**src/rtl/pipe_cu.sv**
```systemverilog
// ---------------------------------------------------------------------------
// pipe_cu : pipelined RV32 control unit.
//
// The ID stage decodes opcode/funct3/funct7 into a control bundle. The bundle
// then moves through three registers: ID/EX, EX/MEM and MEM/WB. EX resolves
// branches and jumps, and PCSrc drives the flush of the younger instructions.
// Illegal encodings are tagged in ID, and a saturating counter counts them in EX.
//
// Ports
//   clk, rst        clock (rising edge), asynchronous active-high reset
//   id_valid        ID holds a real instruction (0 = bubble)
//   opcode/funct3/funct7  ID instruction fields ([6:0], [14:12], bit 30)
//   stall           load-use stall from the hazard unit; bubbles ID/EX
//   zeroFlag/signFlag  EX ALU result flags
//   id_ImmSrc       immediate format (00 I, 01 S, 10 B, 11 J), combinational
//   id_illegal      ID holds a valid but unsupported encoding, combinational
//   ex_ALUControl   ALU op, zero-extended to ALUCTRL_W
//   ex_ALUSrc       1 = immediate operand
//   PCSrc, flush_d  take the branch/jump target; flush IF/ID
//   mem_*           EX/MEM controls (for forwarding and the memory stage)
//   wb_*            MEM/WB controls (00 ALU, 01 memory, 10 PC+4)
//   illegal_cnt     saturating count of illegal instructions seen in EX
// ---------------------------------------------------------------------------
module pipe_cu #(
   parameter int ALUCTRL_W = 3,   // must be >= 3
   parameter int ILLCNT_W  = 8,
   parameter bit EN_BGE    = 1'b1
) (
   input  logic                 clk,
   input  logic                 rst,
   input  logic                 id_valid,
   input  logic [6:0]           opcode,
   input  logic [2:0]           funct3,
   input  logic                 funct7,
   input  logic                 stall,
   input  logic                 zeroFlag,
   input  logic                 signFlag,
   output logic [1:0]           id_ImmSrc,
   output logic                 id_illegal,
   output logic [ALUCTRL_W-1:0] ex_ALUControl,
   output logic                 ex_ALUSrc,
   output logic                 PCSrc,
   output logic                 flush_d,
   output logic                 mem_MemWrite,
   output logic                 mem_RegWrite,
   output logic [1:0]           mem_ResultSrc,
   output logic                 wb_RegWrite,
   output logic [1:0]           wb_ResultSrc,
   output logic [ILLCNT_W-1:0]  illegal_cnt
);

   localparam logic [6:0] OP_LOAD   = 7'b0000011;
   localparam logic [6:0] OP_STORE  = 7'b0100011;
   localparam logic [6:0] OP_R      = 7'b0110011;
   localparam logic [6:0] OP_I      = 7'b0010011;
   localparam logic [6:0] OP_BRANCH = 7'b1100011;
   localparam logic [6:0] OP_JAL    = 7'b1101111;

   typedef enum logic [1:0] {BR_EQ, BR_NE, BR_LT, BR_GE} br_e;

   typedef struct packed {
      logic       reg_write;
      logic       mem_write;
      logic       alu_src;
      logic [1:0] result_src;
      logic [2:0] alu;
      logic       branch;
      logic       jump;
      br_e        br_type;
      logic       illegal;
   } ctrl_t;

   ctrl_t               dec;
   ctrl_t               idex_d, idex_q;
   logic [1:0]          imm_src;
   logic                unsupported;
   logic                br_cond;
   logic                pc_src;

   logic                exmem_mem_write_q, exmem_reg_write_q;
   logic [1:0]          exmem_result_src_q;
   logic                memwb_reg_write_q;
   logic [1:0]          memwb_result_src_q;
   logic [ILLCNT_W-1:0] illcnt_q, illcnt_d;

   // ---------------- ID decode ----------------
   always_comb begin
      dec         = '0;
      imm_src     = 2'b00;
      unsupported = 1'b0;
      case (opcode)
         OP_LOAD: begin
            dec.result_src = 2'b01;
            dec.alu_src    = 1'b1;
            dec.reg_write  = 1'b1;
         end
         OP_STORE: begin
            dec.mem_write = 1'b1;
            dec.alu_src   = 1'b1;
            imm_src       = 2'b01;
         end
         OP_R: begin
            dec.reg_write = 1'b1;
            dec.alu       = funct3;
            if (funct3 == 3'b000 && funct7)
               dec.alu = 3'b010;                       // SUB
            if (funct3 == 3'b010 || funct3 == 3'b011)
               unsupported = 1'b1;
         end
         OP_I: begin
            // There is no SUBI, so funct7 does not change the add.
            dec.reg_write = 1'b1;
            dec.alu_src   = 1'b1;
            dec.alu       = funct3;
            if (funct3 == 3'b010 || funct3 == 3'b011)
               unsupported = 1'b1;
         end
         OP_BRANCH: begin
            dec.branch = 1'b1;
            dec.alu    = 3'b010;                       // compare via SUB
            imm_src    = 2'b10;
            case (funct3)
               3'b000:  dec.br_type = BR_EQ;
               3'b001:  dec.br_type = BR_NE;
               3'b100:  dec.br_type = BR_LT;
               3'b101: begin
                  if (EN_BGE) dec.br_type = BR_GE;
                  else        unsupported = 1'b1;
               end
               default: unsupported = 1'b1;
            endcase
         end
         OP_JAL: begin
            dec.jump       = 1'b1;
            dec.reg_write  = 1'b1;
            dec.result_src = 2'b10;
            imm_src        = 2'b11;
         end
         default: unsupported = 1'b1;
      endcase

      // Bubbles and illegal encodings carry no side effects. Only the tag
      // survives, so that EX can count it.
      if (!id_valid || unsupported) begin
         dec     = '0;
         imm_src = 2'b00;
      end
      dec.illegal = id_valid & unsupported;
   end

   assign id_ImmSrc  = imm_src;
   assign id_illegal = dec.illegal;

   // ---------------- ID/EX ----------------
   // A taken branch/jump in EX squashes the instruction behind it. A stall
   // inserts a bubble while the hazard unit holds ID.
   assign idex_d = (stall || pc_src) ? '0 : dec;

   always_ff @(posedge clk or posedge rst) begin
      if (rst) idex_q <= '0;
      else     idex_q <= idex_d;
   end

   // ---------------- EX resolve ----------------
   always_comb begin
      br_cond = 1'b0;
      case (idex_q.br_type)
         BR_EQ: br_cond =  zeroFlag;
         BR_NE: br_cond = ~zeroFlag;
         BR_LT: br_cond =  signFlag;
         BR_GE: br_cond = ~signFlag;
         default: br_cond = 1'b0;
      endcase
      pc_src = idex_q.jump | (idex_q.branch & br_cond);
   end

   assign PCSrc         = pc_src;
   assign flush_d       = pc_src;
   assign ex_ALUControl = ALUCTRL_W'(idex_q.alu);
   assign ex_ALUSrc     = idex_q.alu_src;

   // ---------------- EX/MEM, MEM/WB (never held) ----------------
   always_ff @(posedge clk or posedge rst) begin
      if (rst) begin
         exmem_mem_write_q  <= 1'b0;
         exmem_reg_write_q  <= 1'b0;
         exmem_result_src_q <= 2'b00;
         memwb_reg_write_q  <= 1'b0;
         memwb_result_src_q <= 2'b00;
      end else begin
         exmem_mem_write_q  <= idex_q.mem_write;
         exmem_reg_write_q  <= idex_q.reg_write;
         exmem_result_src_q <= idex_q.result_src;
         memwb_reg_write_q  <= exmem_reg_write_q;
         memwb_result_src_q <= exmem_result_src_q;
      end
   end

   assign mem_MemWrite  = exmem_mem_write_q;
   assign mem_RegWrite  = exmem_reg_write_q;
   assign mem_ResultSrc = exmem_result_src_q;
   assign wb_RegWrite   = memwb_reg_write_q;
   assign wb_ResultSrc  = memwb_result_src_q;

   // ---------------- illegal counter ----------------
   always_comb begin
      illcnt_d = illcnt_q;
      if (idex_q.illegal && !(&illcnt_q))
         illcnt_d = illcnt_q + ILLCNT_W'(1);
   end

   always_ff @(posedge clk or posedge rst) begin
      if (rst) illcnt_q <= '0;
      else     illcnt_q <= illcnt_d;
   end

   assign illegal_cnt = illcnt_q;

endmodule
```
**config.mk**
```make
export PLATFORM = sky130hd
export DESIGN_NAME = pipe_cu
export DESIGN_NICKNAME = d
export VERILOG_FILES = /design/src/rtl/pipe_cu.sv
export SDC_FILE = /design/constraint.sdc
export NUM_CORES = 1
export LEC_CHECK = 0
export ABC_CLOCK_PERIOD_IN_PS = 1750
export CORE_ASPECT_RATIO = 1.5
export CORE_MARGIN = 5
export CORE_UTILIZATION = 35
export DETAILED_ROUTE_END_ITERATION = 6
export GPL_ROUTABILITY_DRIVEN = 0
export PLACE_DENSITY = 0.66
export SYNTH_ARGS = -nofsm -noshare
export SYNTH_HDL_FRONTEND = slang
export SYNTH_SLANG_ARGS = --single-unit
```
**constraint.sdc**
```tcl
create_clock -name clk -period 1.75 [get_ports clk]
set_clock_uncertainty 0.15 [all_clocks]
set_input_delay 0.2625 -clock clk [delete_from_list [all_inputs] [get_ports clk]]
set_output_delay 0.2625 -clock clk [all_outputs]
set_load 0.01 [all_outputs]
```
After elaboration in Yosys (flattened, before gate mapping)

Index checks and enable logic that the tools add are counted.

Register bits: 28
Output and inout bits: 24

Add/sub/neg operators: 1
Equality and inequality tests: 14
Multiplexer cells: 18
Bitwise operators: 5
Reduce and logical (&&, ||, !) cells: 15

Operators by type and width:

| kind                  | number |
|---|---|
| $mux W13              | 2 |
| $eq A7 B6 Y1 const B  | 2 |
| $eq A7 B7 Y1 const B  | 2 |
| $pmux W2 S3           | 2 |
| $pmux W3 S3           | 1 |
| $add A8 B1 Y8 const B | 1 |
| $reduce_and A8 Y1     | 1 |
| $reduce_or A4 Y1      | 2 |
| $eq A7 B2 Y1 const B  | 1 |
| $eq A7 B5 Y1 const B  | 1 |
| $mux W1               | 7 |
| $eq A3 B2 Y1 const B  | 2 |
| $eq A3 B3 Y1 const B  | 2 |
| $reduce_or A3 Y1      | 2 |
| $eq A2 B2 Y1 const B  | 2 |
| $mux W2               | 2 |
| $pmux W1 S4           | 1 |
| $pmux W2 S2           | 1 |
| $eq A3 B1 Y1 const B  | 1 |
| $logic_not A3 Y1      | 1 |
| $logic_or A1 B1 Y1    | 3 |
| $mux W3               | 1 |
| $pmux W1 S3           | 1 |
| $and A1 B1 Y1         | 2 |
| 7 further kinds       | 10 |

Depth between registers and ports, before layout

Depth after elaboration: 7
Gate-level depth with buffers: 6
Depth with buffers taken out: 4

Worst setup path after synthesis

OpenSTA, ideal clock, no wires.

Kind: input -> output
Start point: input port opcode[6]
End point: output port id_ImmSrc[1]
Data arrival time: 1.571 ns
Path slack: -0.234 ns
Stages: 5
Path buffers: 1
Path through: clkbuf_2 -> nand3b_1 -> a2111o_1 -> nand2_1 -> a2111oi_0

Word-level cells in the longest chain between the ends: 5
Elaborated cells on any way between the ends: 12

RTL lines:

| item                                                                  | RTL line | text |
|---|---|---|
| start, declared                                                       | 32       | `input logic [6:0] opcode,` |
| $eq A7 B7 Y1 (tied with other cells)                                  | 91       | `case (opcode)` |
| $reduce_or A3 Y1 (no line) / $reduce_or A2 Y1 (equally long branches) | --       |  |
| $pmux W1 S3                                                           | 91       |  |
| $logic_or A1 B1 Y1                                                    | 144      | `if (!id_valid \|\| unsupported) begin` |
| $mux W2 (*)                                                           | 144      |  |
| end, declared                                                         | 38       | `output logic [1:0] id_ImmSrc,` |

Every way passes the cells marked *; elsewhere a longest branch is shown, timed or not.

Final worst setup path

Start point: input port funct3[2]
End point: output port id_illegal

Word-level cells in the longest chain between the ends: 5
Elaborated cells on any way between the ends: 12

RTL lines:

| item                                                                    | RTL line | text |
|---|---|---|
| start, declared                                                         | 33       | `input logic [2:0] funct3,` |
| $eq A3 B3 Y1 (tied with other cells)                                    | 122      | `case (funct3)` |
| $reduce_or A4 Y1 (no line) / $logic_or A1 B1 Y1 (equally long branches) | --       |  |
| $mux W1 (on tied branches)                                              | --       |  |
| $pmux W1 S3 (*)                                                         | 91       |  |
| $and A1 B1 Y1 (*)                                                       | 148      | `dec.illegal = id_valid & unsupported;` |
| end, declared                                                           | 39       | `output logic id_illegal,` |

Marked as above.

==> results.py <==
metrics = {
    "sta": {
        "rsz0062_at_grt": "yes",
        "fin_ws_ns": -0.257,
        "finalSetupViolCount": 13,
        "worst_pin_slew_ns": 0.335,
        "max_freq_mhz": 498,
        "final_max_slew_viol_count": 0,
        "setup_tns_ns": -2.14,
        "period_needed_ns": 2.01,
        "hold_viol_final": 0,
        "min_period_over_period_pct": 115,
        "slew_headroom_pct": 77.7,
    },
    "final_layout": {
        "postLayoutCoreUtil_pct": 59.9,
        "drive_gt1_share_pct": 36.2,
        "final_area_sq_um": 2070,
        "areaGrowthSynthToFinish_pct": 64.0,
        "antenna_cells": 0,
        "final_cell_mix": "dfrtp_1, buf_4, clkdlybuf4s50_1",
        "layout.nets": 196,
        "layoutNonFillerInstCount": 219,
    },
    "synth": {
        "async_reset_ff_share_pct": 100,
        "netlist_area_sq_um": 1260,
        "yosys_warnings": 0,
        "synth_edf_count": 0,
        "seq_area_frac_synth_pct": 55.6,
        "ys.flop_type": "dfrtp_1",
        "ys_types": 38,
        "synth_cells": 112,
        "syn_avg_cell_area_sq_um": 11.2,
        "synth_nets": 130,
        "synth-seq-cells": 28,
    },
    "power_and_ir_drop": {
        "power_density_nw_per_um2": 863,
        "p_total_mw": 1.78,
        "p_leak_nw": 0.936,
        "max-vdd-ir-drop_mv": 0.545,
    },
    "floorplan": {
        "rows": 26,
        "die_area_sq_um": 4920,
        "num_io_pins": 41,
        "die_w_um": 59.0,
        "core_area_sq_um": 3450,
        "die_y_um": 83.5,
        "start_util_pct": 36.5,
    },
    "critical_path": {
        "startpoint_type": "input pin",
        "critical_path_arrival_ns": 1.59,
        "critical_path.max_stage_delay_ns": 0.46,
        "crit_top_cell": "buf_6",
        "critical_path.reg2reg.endpoint": "ex_ALUControl[1]$_DFF_PP0_",
        "reg2reg_depth": 5,
        "crit_type": "in -> out",
        "r2r-start": "idex_q[3]$_DFF_PP0_",
        "slowest_stage": "a2111o_1",
        "reg2reg_slack_ns": -0.21,
        "crit_fanout": 2,
        "critPathBufInv": 3,
        "worstSetupEndpointType": "output port",
        "crit_chain": "buf_6 -> or3b_1 -> a2111o_1 -> buf_6 -> a21oi_2 -> buf_2",
        "crit_required_ns": 1.34,
        "path_delay_family": "compound AO/OA/AOI/OAI gates",
    },
    "placed_design": {
        "dpl.cell_count": 211,
        "placed_area_sq_um": 1870,
        "io_buffers": 40,
        "dp_hpwl_um": 2320,
    },
    "global_routing": {
        "grt-ovfl-total": 0,
        "grt_pass1_vias": 1179,
        "grt_pass1_wl_um": 4900,
        "grt_usage_pct": 12.5,
        "grt_start_max_net_pins": 29,
        "antenna_found_initial": 0,
    },
    "route": {
        "drc": 0,
        "routed_wl_um": 3000,
        "vias": 1129,
        "firstDrtPassIters": 4,
        "wl_per_cell_um": 13.7,
        "via_per_inst": 5.16,
        "first_iter_violations": 35,
        "ant_nets": 0,
    },
    "clock_network": {
        "numCtsBuffers": 3,
        "clkLatencyLatePin_ns": 0.27,
        "cts_tree": "done",
        "clk_path_buf_depth": 2,
        "cts_max_level": 1,
        "clock-sinks": 28,
        "clk_pin_slew_ns": 0.09,
        "root_buffer": "clkbuf_8",
    },
    "worst_hold_path": {
        "whs_path_depth": 3,
        "min_from": "opcode[4]",
        "hold_path_class": "in -> reg",
        "hold_end": "idex_q[8]$_DFF_PP0_",
    },
    "run_status": {
        "status": "finished with violations",
        "violations": "setup timing",
    },
    "flow_run": {
        "max_cap_viol_count": 0,
    },
}
-- report_power, final --
part	total (mW)	internal [mW]	switching [mW]	leakage, nW
Sequential	0.796	0.717	0.0790	0.379
Clock	0.498	0.306	0.192	0.0357
Combinational	0.489	0.275	0.214	0.522
Total	1.78	1.30	0.485	0.936
-- logic make-up (layout without fill, tap and decap cells) --
kind of cell / Yosys count / in the layout / share of synthesized area [%]
DFF: 28 / 28 / 55.6
xor gates and xnor gates: 5 / 5 / 3.48
AOI/OAI and AO/OA: 16 / 16 / 9.93
adders and majority gates: 1 / 1 / 0.993
and+or+nand+nor: 47 / 47 / 22.4
buffers and inverters: 12 / 77 / 5.06
muxes: 3 / 3 / 2.48
-- cell type report --
type                    count  area [sq um]
multi-input cells          72           608
clock buffers               3          41.3
well taps                  42          52.6
fillers                   312          1380
repair buffers             69           617
inverters                   4          15.0
clock inverters             1          30.0
flip-flops and latches     28           702
-- routing by layer --
metal  vias to the layer above  GRT usage [%]  part of all wire [%]
met5                         -              0                     0
met4                         0           6.60                   3.5
met3                        13           2.32                   7.2
met2                        49           21.9                    53
met1                       539           13.6                    36
li1                        528              -                     -
-- synth_stat cells, types with 2 or more instances --
library cell	n	area share [%]
nand2_1	9	2.7
or3_1	2	0.99
o21ai_0	3	1.2
nor3_1	4	1.6
buf_4	4	2.4
xnor2_1	5	3.5
and2_1	2	0.99
nand2b_1	3	1.5
dfrtp_1	28	56
nand3_1	6	2.4
a21oi_1	3	1.2
nor4_1	4	2.0
and3_1	3	1.5
or2_2	2	0.99
mux2i_1	2	1.6
nor3_2	2	1.6
inv_1	4	1.2
buf_2	2	0.79
nor2b_1	3	1.5
a41oi_1	3	2.1
-- metrics by stage --
stage	hold WS (ns)	setup WS [ns]
4_1_cts	0.153	-0.251
3_5_place_dp	0.186	-0.935
6_report	0.159	-0.257
2_1_floorplan	0.178	-0.211
5_1_grt	0.163	-0.285
3_3_place_gp	0.182	-0.909
-- flip-flops by register name, summed over array words and instances, names as in the netlist --
register,flops
idex_q,9
illegal_cnt,8
ex_ALUControl,3
mem_ResultSrc,2
wb_ResultSrc,2
ex_ALUSrc,1
mem_MemWrite,1
mem_RegWrite,1
wb_RegWrite,1
-- worst register-to-register path, stage by stage (launching register included) --
cell	delay (ns)
dfrtp_1	0.39
nand4bb_1	0.18
a221o_1	0.29
or4b_4	0.54
buf_12	0.17
a211oi_2	0.15
-- repair_timing --
| item | 4_1_cts | 5_1_grt |
|---|---|---|
| hold buffers | 0 | 0 |
| setup endpoints to repair | 18 | 23 |
| buffers inserted | 3 | 2 |
| gates resized for setup | 58 | 10 |
| pin swaps | 7 | 2 |
| endpoints found under the hold margin | 0 | 0 |
-- worst max path at each step --
stage | from | end | slack, ns | depth (start not counted)
3_5_place_dp | opcode[4] | id_illegal | -0.94 | 5
4_1_cts | funct3[2] | id_illegal | -0.25 | 6
2_1_floorplan | opcode[2] | ex_ALUControl[1]$_DFF_PP0_ | -0.21 | 6
6_report | funct3[2] | id_illegal | -0.26 | 6
5_1_grt | funct3[2] | id_illegal | -0.28 | 6
3_3_place_gp | opcode[4] | id_illegal | -0.91 | 5
Power figures use the tool's default switching activity.
